## src/rtl/pipe_stage_skid_if.sv

```systemverilog
// Purpose: handshake + instruction bundle carried between two pipeline stages.
//   master drives valid and the payload fields, slave drives ready.
// Signals:
//   valid  master->slave  bundle valid
//   ready  slave->master  receiver can accept
//   a3     destination register index (A3_W)
//   pc8    PC+8 (DATA_W)
//   ao     ALU result (DATA_W)
//   dm     memory read data (DATA_W)
//   instr  instruction word (DATA_W)
interface pipe_stage_skid_if #(
    parameter int DATA_W = 32,
    parameter int A3_W   = 5
);
    logic              valid;
    logic              ready;
    logic [A3_W-1:0]   a3;
    logic [DATA_W-1:0] pc8;
    logic [DATA_W-1:0] ao;
    logic [DATA_W-1:0] dm;
    logic [DATA_W-1:0] instr;

    modport master (
        output valid, a3, pc8, ao, dm, instr,
        input  ready
    );

    modport slave (
        input  valid, a3, pc8, ao, dm, instr,
        output ready
    );
endinterface

```

## src/rtl/pipe_stage_skid.sv

```systemverilog
// Purpose: pipeline stage register for the a3/pc8/ao/dm/instr bundle with a
//   valid/ready handshake, a 2-entry skid buffer (main + skid), synchronous
//   flush and a count of retired output transfers.
// Ports:
//   clk        rising-edge clock
//   reset      asynchronous active-high reset, clears all state
//   flush      synchronous kill of every buffered entry
//   up         slave side of the upstream bundle (up.ready is in_ready)
//   dn         master side of the downstream bundle (dn.valid is out_valid)
//   occupancy  entries held: 0, 1 or 2
//   retire_cnt completed output transfers, wraps modulo 2^CNT_W
module pipe_stage_skid #(
    parameter int DATA_W = 32,
    parameter int A3_W   = 5,
    parameter int CNT_W  = 32
) (
    input  logic                     clk,
    input  logic                     reset,
    input  logic                     flush,
    pipe_stage_skid_if.slave         up,
    pipe_stage_skid_if.master        dn,
    output logic [1:0]               occupancy,
    output logic [CNT_W-1:0]         retire_cnt
);

    localparam int PW = A3_W + 4 * DATA_W;

    typedef enum logic [1:0] {
        EMPTY = 2'd0,
        ONE   = 2'd1,
        FULL  = 2'd2
    } state_t;

    state_t            state_reg;
    logic [PW-1:0]     main_reg;
    logic [PW-1:0]     skid_reg;
    logic              in_ready_reg;
    logic              out_valid_reg;
    logic [CNT_W-1:0]  retire_cnt_reg;

    logic              push;
    logic              pop;
    logic [PW-1:0]     in_bundle;

    assign in_bundle = {up.a3, up.pc8, up.ao, up.dm, up.instr};
    assign push      = up.valid & in_ready_reg;
    assign pop       = out_valid_reg & dn.ready;

    // Main holds the oldest entry; the skid register only ever feeds main,
    // so ordering stays FIFO. Main is cleared whenever it becomes invalid,
    // which keeps the output payload at zero for bubbles.
    always_ff @(posedge clk or posedge reset) begin
        if (reset) begin
            state_reg      <= EMPTY;
            main_reg       <= '0;
            skid_reg       <= '0;
            in_ready_reg   <= 1'b1;
            out_valid_reg  <= 1'b0;
            retire_cnt_reg <= '0;
        end else begin
            // A pop coincident with flush still counts: downstream took it.
            if (pop) begin
                retire_cnt_reg <= retire_cnt_reg + CNT_W'(1);
            end

            if (flush) begin
                state_reg     <= EMPTY;
                main_reg      <= '0;
                skid_reg      <= '0;
                in_ready_reg  <= 1'b1;
                out_valid_reg <= 1'b0;
            end else begin
                case (state_reg)
                    EMPTY: begin
                        if (push) begin
                            state_reg     <= ONE;
                            main_reg      <= in_bundle;
                            out_valid_reg <= 1'b1;
                        end
                    end
                    ONE: begin
                        if (push && pop) begin
                            main_reg <= in_bundle;
                        end else if (push) begin
                            state_reg    <= FULL;
                            skid_reg     <= in_bundle;
                            in_ready_reg <= 1'b0;
                        end else if (pop) begin
                            state_reg     <= EMPTY;
                            main_reg      <= '0;
                            out_valid_reg <= 1'b0;
                        end
                    end
                    FULL: begin
                        // in_ready is low here, so no push can arrive.
                        if (pop) begin
                            state_reg    <= ONE;
                            main_reg     <= skid_reg;
                            skid_reg     <= '0;
                            in_ready_reg <= 1'b1;
                        end
                    end
                    default: begin
                        state_reg     <= EMPTY;
                        main_reg      <= '0;
                        skid_reg      <= '0;
                        in_ready_reg  <= 1'b1;
                        out_valid_reg <= 1'b0;
                    end
                endcase
            end
        end
    end

    assign up.ready   = in_ready_reg;
    assign dn.valid   = out_valid_reg;
    assign {dn.a3, dn.pc8, dn.ao, dn.dm, dn.instr} = main_reg;
    assign occupancy  = state_reg;
    assign retire_cnt = retire_cnt_reg;

endmodule
```

## src/flat_wrapper.sv

```systemverilog
// flat-port wrapper written by rule: the top's interface ports become plain ports
module pipe_stage_skid_flat 
#(
    parameter int DATA_W = 32,
    parameter int A3_W   = 5,
    parameter int CNT_W  = 32
)
  (clk, reset, flush, occupancy, retire_cnt, up_valid, up_a3, up_pc8, up_ao, up_dm, up_instr, up_ready, dn_valid, dn_a3, dn_pc8, dn_ao, dn_dm, dn_instr, dn_ready);
  pipe_stage_skid_if #(.DATA_W(DATA_W), .A3_W(A3_W)) up_i ();
  pipe_stage_skid_if #(.DATA_W(DATA_W), .A3_W(A3_W)) dn_i ();
  input  logic clk;
  input  logic reset;
  input  logic flush;
  output logic [1:0] occupancy;
  output logic [CNT_W-1:0] retire_cnt;
  input wire logic [$bits(up_i.valid)-1:0] up_valid;
  input wire logic [$bits(up_i.a3)-1:0] up_a3;
  input wire logic [$bits(up_i.pc8)-1:0] up_pc8;
  input wire logic [$bits(up_i.ao)-1:0] up_ao;
  input wire logic [$bits(up_i.dm)-1:0] up_dm;
  input wire logic [$bits(up_i.instr)-1:0] up_instr;
  output wire logic [$bits(up_i.ready)-1:0] up_ready;
  output wire logic [$bits(dn_i.valid)-1:0] dn_valid;
  output wire logic [$bits(dn_i.a3)-1:0] dn_a3;
  output wire logic [$bits(dn_i.pc8)-1:0] dn_pc8;
  output wire logic [$bits(dn_i.ao)-1:0] dn_ao;
  output wire logic [$bits(dn_i.dm)-1:0] dn_dm;
  output wire logic [$bits(dn_i.instr)-1:0] dn_instr;
  input wire logic [$bits(dn_i.ready)-1:0] dn_ready;
  assign up_i.valid = up_valid;
  assign up_i.a3 = up_a3;
  assign up_i.pc8 = up_pc8;
  assign up_i.ao = up_ao;
  assign up_i.dm = up_dm;
  assign up_i.instr = up_instr;
  assign up_ready = up_i.ready;
  assign dn_valid = dn_i.valid;
  assign dn_a3 = dn_i.a3;
  assign dn_pc8 = dn_i.pc8;
  assign dn_ao = dn_i.ao;
  assign dn_dm = dn_i.dm;
  assign dn_instr = dn_i.instr;
  assign dn_i.ready = dn_ready;
  pipe_stage_skid #(.DATA_W(DATA_W), .A3_W(A3_W), .CNT_W(CNT_W)) u_core (.clk(clk), .reset(reset), .flush(flush), .up(up_i), .dn(dn_i), .occupancy(occupancy), .retire_cnt(retire_cnt));
endmodule
```

## config.mk

```make
export PLATFORM = sky130hd
export DESIGN_NAME = pipe_stage_skid_flat
export DESIGN_NICKNAME = d
export VERILOG_FILES = /design/src/rtl/pipe_stage_skid_if.sv /design/src/rtl/pipe_stage_skid.sv /design/src/flat_wrapper.sv
export SDC_FILE = /design/constraint.sdc
export NUM_CORES = 1
export LEC_CHECK = 0
export CORE_MARGIN = 3
export CORE_UTILIZATION = 53
export DETAILED_ROUTE_END_ITERATION = 10
export GPL_TIMING_DRIVEN = 0
export PLACE_DENSITY = 0.81
export SLEW_MARGIN = 15
export SYNTH_ARGS = -nofsm -noshare
export SYNTH_HDL_FRONTEND = slang
export SYNTH_SLANG_ARGS = --single-unit
```

## constraint.sdc

```tcl
create_clock -name clk -period 20 [get_ports clk]
set_input_delay 4 -clock clk [delete_from_list [all_inputs] [get_ports clk]]
set_output_delay 4 -clock clk [all_outputs]
set_load 0.1 [all_outputs]
```

==> impl_metrics.csv <==
group,metric,value,unit
detailed_routing,num_vias,9819,
clock_network,clock_latency,0.56,ns
timing,tns,0,ns
detailed_routing,vias_per_cell,6.23,
setup_path,reg2reg_slack,17.40,ns
cells_and_area,nets,1406,
synthesis,synth.avg_cell_area,13.2,sq um
min_path,min_path_type,"reg2reg",
timing,finalHoldViolCount,0,
floorplanning,fp.dieH,158,um
clock_network,path_clk_slew,0.06,ns
timing,setup_violations,0,
floorplanning,rows,54,
global_route,busiest_layer,"met2",
pwr,max-vdd-ir-drop,0.0728,mV
timing,slew_headroom,27.9,%
global_route,grt_usage,28.3,%
setup_path,end_kind,"output port",
synthesis,ys_dominant_reg_cell,"dfrtp_1",
detailed_routing,drt-total-wl,36100,um
floorplanning,start_util,54.9,%
global_route,grt_util_met1,39.4,%
detailed_routing,wl_per_cell,22.9,um
synthesis,synth-edff-count,0,
global_route,antenna_found_initial,5,
detailed_routing,remaining_drc_errors,0,
cells_and_area,final_util,75.2,%
setup_path,path_buf_inv,1,
global_route,gr-usage-met3,7.76,%
clock_network,numCtsBuffers,31,
setup_path,critPathMaxFanout,5,
run_status,status,"completed",
setup_path,worstPathRequired,16.00,ns
global_route,grt_pass1_wl,55900,um
setup_path,cpPeakStageDelay,1.18,ns
synthesis,ys_warn_count,0,
placed_design,dpl_cell_area,0.0157,sq mm
setup_path,timing.rr.start,"u_core.up.ready",
pwr,power.density,103,mW/mm^2
clock_network,cts-root-buf,"clkbuf_16",
clock_network,htreeDepth,1,
detailed_routing,firstDrtPassIters,5,
pwr,p_leak,7.45,nW
timing,hold_slack,0.479,ns
setup_path,ff2ff_path_depth,6,
timing,max_freq,158,MHz
synthesis,synthArstFlopShare,100,%
cells_and_area,design_area,0.0167,sq mm
setup_path,r2r-end,"u_core.main_reg[1]",
cells_and_area,drive_gt1_share,8.99,%
timing,worstMarginPinSlew,1.08,ns
synthesis,synthCells,927,
setup_path,critPathLaunchType,"flip-flop",
timing,drv_slew,0,
clock_network,cts_setup_buffers,0,
setup_path,cp_cell_sequence,"clkdlybuf4s50_1",
global_route,grt_remaining_overflow,0,
min_path,whs_endpoint,"u_core.retire_cnt[31]",
placed_design,place_congestion,0.863,
detailed_routing,antenna_left,0,
floorplanning,die-area,0.0249,sq mm
pwr,power,1.73,mW
detailed_routing,first_iter_violations,728,
timing,rsz0062_at_grt,"false",
setup_path,crit_family,"buffers and inverters",
synthesis,synth_area,0.0122,sq mm
placed_design,io_buffers,305,
placed_design,dpl.hpwl,24200,um
timing,min_period,6.33,ns
floorplanning,core,0.0222,sq mm
clock_network,cts_resized,0,
synthesis,seq_area_frac_synth,61.9,%
clock_network,cts_tree,"done",
setup_path,arrival,2.33,ns
global_route,grt_pass1_vias,10063,
global_route,grt_max_degree,116,
min_path,hold_depth,1,
floorplanning,fp.dieW,158,um
synthesis,ys_ff_latch,302,
synthesis,ys_types,40,
run,drv_cap,0,
clock_network,cts_hold_buffers,0,
cells_and_area,area_growth,36.9,%
synthesis,synth_nets,1066,
floorplanning,num_io_pins,307,
setup_path,cpMaxStageDelayCell,"clkdlybuf4s50_1",
setup_path,crit_type,"reg2out",
timing,clock_skew,0.0231,ns
min_path,hp-start,"u_core.retire_cnt[31]",
timing,fin_crit_sh,31.7,%
clock_network,clk_path_buf_depth,3,
global_route,met2_usage,44.1,%
clock_network,cts_sinks,302,
## layout by cell type, fill, tap and decap left out, drive strengths merged
| cell type | count |
|---|---|
| a22o | 133 |
| dfstp | 1 |
| clkdlybuf4s50 | 305 |
| xor2 | 17 |
| dfrtp | 301 |
| nand2b | 3 |
| nor2 | 10 |
| inv | 8 |
| and4 | 2 |
| clkbuf | 84 |
| a22oi | 133 |
| nor4 | 9 |
| nor3 | 6 |
| bufinv | 3 |
| nor2b | 2 |
| buf | 53 |
| clkinv | 8 |
| or4 | 1 |
| o21a | 1 |
| nand3 | 10 |
| o21ai | 1 |
| a21oi | 8 |
| ha | 1 |
| and2 | 1 |
| nand4b | 1 |
| and3 | 4 |
| xnor2 | 14 |
| o2bb2ai | 133 |
| o21bai | 4 |
| nand4 | 11 |
| diode | 4 |
| a211oi | 1 |
| nand2 | 20 |
| or2 | 2 |
## per-stage QoR
step                setup slack (ns)  std cells
floorplan                       7.66        927
global placement                4.15       1512
detailed placement             13.37       1514
CTS                            13.65       1571
global route                   13.62       1575
finish                         13.67       1575
## kinds of logic (layout without fill, tap and decap cells)
kind of cell	after synthesis	in the layout	synth area share [%]
flops	302	302	61.9
simple gates	82	82	3.82
buf+inv	97	461	3.80
xor+xnor	31	31	2.22
fa+ha+maj	1	1	0.102
other cells	0	4	0
compound gates	414	414	28.1
## cells in the mapped netlist, types with 6 or more instances
library cell	number	area, sq um
xor2_1	17	149
buf_2	35	175
a22o_1	133	1160
nand3_1	9	45.0
nand4_1	11	68.8
clkbuf_1	40	150
o2bb2ai_1	133	1160
nor2_1	10	37.5
dfrtp_1	301	7530
nand2_1	20	75.1
a22oi_1	133	998
a21oi_1	6	30.0
buf_4	15	113
inv_1	6	22.5
xnor2_1	14	123
## worst max path at each step
stage                         start             endpoint  slack, ns  depth (start not counted)
global route        u_core.up.ready             up_ready      13.62                          1
global placement              reset  u_core.main_reg[41]       4.15                          2
floorplan                     reset      u_core.dn.valid       7.66                          1
finish              u_core.up.ready             up_ready      13.67                          1
detailed placement         dn_ready  u_core.main_reg[21]      13.37                          7
CTS                 u_core.up.ready             up_ready      13.65                          1
## area by class of cell
class	count	area [sq um]
Clock inverter	13	150
Tap cell	280	350
Fill cell	1472	5510
Timing Repair Buffer	307	3110
Antenna cell	4	10.0
Clock buffer	44	885
Inverter	6	30.0
Multi-Input combinational cell	528	4190
Sequential cell	302	7560
Buffer	91	442
## report_power, final
part | leakage, nW | switching (mW) | internal, mW | total [mW]
sequential | 4.13 | 0.0314 | 0.651 | 0.682
combinational | 2.80 | 0.338 | 0.121 | 0.459
clock | 0.518 | 0.242 | 0.346 | 0.588
total | 7.45 | 0.612 | 1.12 | 1.73
## worst reg2reg max path, stage by stage, from the launching register on
cell and delay (ns):
dfstp_2 0.59, nand4_1 0.09, a21oi_1 0.79, buf_2 0.42
buf_2 0.28, a22oi_1 0.12, o2bb2ai_1 0.22
## routing by layer
layer,vias up,wire (um)
met1,5039,14900
met4,2,1000
met3,66,3090
met5,-,12
met2,390,17000
li1,4322,-
No activity file was read; power rests on OpenSTA's default activity.
==> variant 1, RTL diff (same settings) <==
`DATA_W` is set to 32 in 3 places; all go to 28.
--- a/src/rtl/pipe_stage_skid_if.sv
+++ b/src/rtl/pipe_stage_skid_if.sv
@@ -11,3 +11,3 @@
 interface pipe_stage_skid_if #(
-    parameter int DATA_W = 32,
+    parameter int DATA_W = 28,
     parameter int A3_W   = 5
--- a/src/rtl/pipe_stage_skid.sv
+++ b/src/rtl/pipe_stage_skid.sv
@@ -12,3 +12,3 @@
 module pipe_stage_skid #(
-    parameter int DATA_W = 32,
+    parameter int DATA_W = 28,
     parameter int A3_W   = 5,
--- a/src/flat_wrapper.sv
+++ b/src/flat_wrapper.sv
@@ -3,3 +3,3 @@
 #(
-    parameter int DATA_W = 32,
+    parameter int DATA_W = 28,
     parameter int A3_W   = 5,
Ports: changed (8 resized); port bits go from 307 to 275. No check against the original RTL was run, so the function may have changed too.
==> variant 1 against the original RTL <==
Non-clock buffer count down 42. Global-route usage shrank 0.35 points. Via count shrank 11%. Routed wire length decreased by 12%. Area after synthesis is 10% lower. Power down 11%. Worst setup slack gained 0.067 ns. Design area down 10%. Critical path depth stayed put. Clock skew decreased by 0.015 ns. Count of clock-buffer cells in the layout down 8. Sequential cell count decreased by 32. Critical path type unchanged. Largest cell class unchanged. Highest routed layer unchanged.
==> variant 1: results (changes against the original RTL) <==
grt:
  antenna_found_initial: 2  # -3
  gr-usage-met1_pct: 39.7  # +0.28 points
  use_met3_pct: 6.54  # -1.2 points
  grtUsageTotal_pct: 28.0  # -0.35 points
  grt_pass1_vias: 9054  # -10%
  grt_max_degree: 110  # -5.2%
  grt_pass1_wl_um: 49900  # -11%
  use_met2_pct: 44.6  # +0.48 points
layout:
  drive_gt1_share_pct: 9.43  # +0.44 points
  fin_nets: 1259  # -10%
  ff_latch_area_um2: 6760  # -11%
  fillers: 1361  # -7.5%
sta:
  skew_ns: 0.00847  # -0.0147 ns
  worstMarginPinSlew_ns: 1.10  # +0.0251 ns
placed_design:
  post-place-ws_ns: 13.52  # +0.153 ns
  routabilityCongestion: 0.868  # +0.52%
  post_dp_cell_area_um2: 14100  # -10%
logic_synthesis:
  syn_nets: 954  # -11%
  synthTopCellsByArea: "dfrtp_1, a22o_1, o2bb2ai_1"
  ys_types: 43  # +7.5%
  synth_common_cells: "dfrtp_1, a22o_1, a22oi_1, o2bb2ai_1, clkbuf_1"
  synth_cells: 831  # -10%
  ys_seq_area_share_pct: 61.6  # -0.32 points
pwr:
  peakVddDrop_mv: 0.0703  # -3.5%
  pg_clk_w: 0.000510  # -13%
  switching_share_pct: 36.1  # +0.69 points
outcome:
  status: "finished clean"
route:
  dr.pass1.iters: 6  # +1
  dr_wl_met3_um: 2530  # -18%
  num_vias: 8783  # -11%
  drt_iter0_markers: 638  # -12%
clock_network:
  cts_buffers: 28  # -9.7%
  clk_latency_ns: 0.53  # -0.03 ns
worst_setup_path:
  cpPeakStageDelay_ns: 1.15  # -0.03 ns
  arrival_ns: 2.27  # -0.06 ns
-- variant 1: cell count changes in the layout (fill, tap and decap cells not counted), moves of 4 or more --
cell,delta
clkdlybuf4s50_1,-32
buf_4,-13
clkbuf_1,-4
a22oi_1,-16
o2bb2ai_1,-16
nand2_1,-6
a22o_1,-16
dfrtp_1,-32
-- variant 1: worst paths after layout --
kind	from	end	slack (ns)	depth (start not counted)
max	u_core.up.ready$_DFFE_PP1P_	up_ready	13.73	1
min	u_core.retire_cnt[31]$_DFFE_PP0N_	u_core.retire_cnt[31]$_DFFE_PP0N_	0.46	1
max reg2reg	u_core.dn.valid$_DFFE_PP0P_	u_core.main_reg[114]$_DFFE_PP0P_	17.58	6
min reg2reg	u_core.retire_cnt[31]$_DFFE_PP0N_	u_core.retire_cnt[31]$_DFFE_PP0N_	0.46	1
max in group asynchronous	reset	u_core.main_reg[33]$_DFFE_PP0P_	15.11	3
min in group asynchronous	reset	u_core.main_reg[76]$_DFFE_PP0P_	3.95	2
-- variant 1: cell type report --
| cell class | instances | area share, % |
|---|---|---|
| clock inverters | 14 | 0.733 |
| clock buffers | 36 | 5.28 |
| multi-input cells | 474 | 25.5 |
| diodes | 1 | 0.0167 |
| flip-flops and latches | 270 | 45.0 |
| plain buffers | 81 | 2.43 |
| inverters | 6 | 0.200 |
| repair buffers | 275 | 18.6 |
| well taps | 270 | 2.25 |
-- variant 1: cells by family (layout without fill, tap and decap cells) --
kind of cell,after synthesis,in the layout,share of synthesized area [%]
fa+ha+maj,1,1,0.114
buf+inv,87,412,3.52
flops,270,270,61.6
xor+xnor,31,31,2.47
compound gates,366,366,27.7
mux,1,1,0.103
simple gates,75,75,4.54
other cells,0,1,0
==> variant 2, RTL diff (config.mk and constraints unchanged) <==
Made on the original files. Reset style: synchronous (`reset`), changed in one clocked block. Comments in the files are not updated.
--- a/src/rtl/pipe_stage_skid.sv
+++ b/src/rtl/pipe_stage_skid.sv
@@ -51,3 +51,3 @@
     // which keeps the output payload at zero for bubbles.
-    always_ff @(posedge clk or posedge reset) begin
+    always_ff @(posedge clk) begin
         if (reset) begin
Function: not settled (the Yosys comparison gave no result); the edit may change what the design does.
==> variant 2 against the original RTL <==
Via count grew 60%. Clock skew decreased by 0.015 ns. Count of clock-buffer cells in the layout grew 4. Design area grew 16%. Routed wire length up 36%. Sequential cell count unchanged. Worst setup slack got worse by 0.15 ns. Fmax is 2.3% lower. Final cell count up 66%. Register-to-register slack got worse by 0.63 ns. Area after synthesis rose by 21%. Clock power increased by 7.0%. Power decreased by 14%. Sequential power fell by 9.1%. Critical path type is now input port to register. Critical endpoint is now u_core.main_reg[101]$_SDFFE_PP0P_.
==> variant 2: results (changes against the original RTL) <==
outcome:
  status: "finished clean"
clock_network:
  clkSlewWorstSetupHoldPaths_ns: 0.05
  post_cts_buffers: 0  # unchanged
  cts_buffers: 35  # +13%
  ctsResizeCount: 0  # unchanged
  ctsLongestPathBuffers: 3  # unchanged
  clk_latency_ns: 0.51  # -0.05 ns
  h-tree-depth: 2  # +1
  root_buffer: "clkbuf_16"
worst_setup_path:
  arrival_ns: 6.91  # +4.58 ns
  cp_slowest_cell: "o22ai_1"
  cpPeakStageDelay_ns: 0.81  # -0.37 ns
  cp_max_fo: 10  # +5
sta:
  worstMarginPinSlew_ns: 1.19  # +0.108 ns
  skew_ns: 0.00851  # -0.0146 ns
pwr:
  power_leakage_nw: 6.23  # -16%
  peakVddDrop_mv: 0.0540  # -26%
layout:
  fin_nets: 2367  # +68%
  drive_gt1_share_pct: 2.85  # -6.1 points
placed_design:
  place_hpwl_um: 34900  # +44%
  post_dp_cell_area_um2: 18300  # +17%
  routabilityCongestion: 0.884  # +2.4%
  io_buffers: 304  # -0.33%
logic_synthesis:
  ys_warn_count: 0  # unchanged
  ys_seq_area_share_pct: 41.0  # -21 points
  synthTopCellsByArea: "dfxtp_1, a21oi_1, o21ai_0"
  synth_common_cells: "a21oi_1, o21ai_0, dfxtp_1, clkbuf_1, and2_1"
  syn_nets: 2026  # +90%
  ys_types: 39  # -2.5%
  async_reset_ff_share_pct: 0  # -100 points
  synthFlopType: "dfxtp_1"
grt:
  grtUsageTotal_pct: 30.8  # +2.5 points
  use_met2_pct: 51.5  # +7.4 points
  use_met3_pct: 6.90  # -0.87 points
  gr-usage-met1_pct: 39.0  # -0.44 points
  grt_pass1_vias: 15000  # +49%
  grt_max_degree: 14  # -88%
  antenna_found_initial: 4  # -1
  grt_pass1_wl_um: 77200  # +38%
route:
  post-route-drc-count: 0  # unchanged
  drt_iter0_markers: 1372  # +88%
  num_vias: 15700  # +60%
  routed_wl_um: 49300  # +36%
  dr.pass1.iters: 5  # unchanged
hold_path:
  hp-class: "register to register"
-- variant 2: cell type report --
cell class | count | area (um^2)
multi-input combinational | 1362 | 7840
fill | 2238 | 7790
sequential | 302 | 6050
timing repair buffer | 304 | 3040
clock buffer | 48 | 997
buffer | 220 | 856
tap | 372 | 465
clock inverter | 8 | 115
inverter | 3 | 11.3
antenna | 3 | 7.51
-- variant 2: metal layers --
metal | up-vias | share of wire (%)
li1 | 7450 | -
met5 | - | 0.071
met4 | 6 | 3.7
met2 | 705 | 47
met3 | 132 | 8.3
met1 | 7412 | 41
-- variant 2: final timing paths --
check | cells past startpoint | to | slack (ns) | startpoint
max | 7 | u_core.main_reg[101]$_SDFFE_PP0P_ | 13.52 | up_valid
min | 2 | u_core.skid_reg[109]$_SDFFE_PP0P_ | 0.47 | u_core.skid_reg[109]$_SDFFE_PP0P_
max reg2reg | 6 | u_core.skid_reg[73]$_SDFFE_PP0P_ | 16.77 | u_core.occupancy[1]$_SDFFE_PP0P_
min reg2reg | 2 | u_core.skid_reg[109]$_SDFFE_PP0P_ | 0.47 | u_core.skid_reg[109]$_SDFFE_PP0P_
-- variant 2: cell families (layout without fill, tap and decap cells) --
family	count (synthesis)	count (layout)	synth area share, %
compound gates	849	849	29.1
xor+xnor	13	13	0.772
fa+ha+maj	1	1	0.0848
buf+inv	223	583	5.88
flops	302	302	41.0
other cells	0	3	0
simple gates	499	499	23.2
-- variant 2: critical path: cells and delay by family --
kind | cells | cell delay, ns
buffers and inverters | 3 | 1.62
AO/OA/AOI/OAI | 3 | 1.16
AND/OR/NAND/NOR | 1 | 0.13
-- variant 2: where the power goes --
part           internal (W)  switching [W]
logic             0.0000710       0.000171
clock network      0.000385       0.000245
registers          0.000614     0.00000588
-- variant 2: through the flow --
step / total power (W) / utilization, % / hold slack, ns / instances / worst slack, ns
2_1_floorplan: 0.000782 / - / 0.445 / 1887 / 14.37
3_3_place_gp: 0.000866 / 67.2 / 0.451 / 2563 / 13.10
3_5_place_dp: 0.000869 / 67.2 / 0.459 / 2563 / 13.16
4_1_cts: 0.00149 / 71.3 / 0.467 / 2619 / 13.67
5_1_grt: 0.00153 / 71.3 / 0.482 / 2619 / 13.39
6_report: 0.00149 / 71.3 / 0.467 / 2622 / 13.52
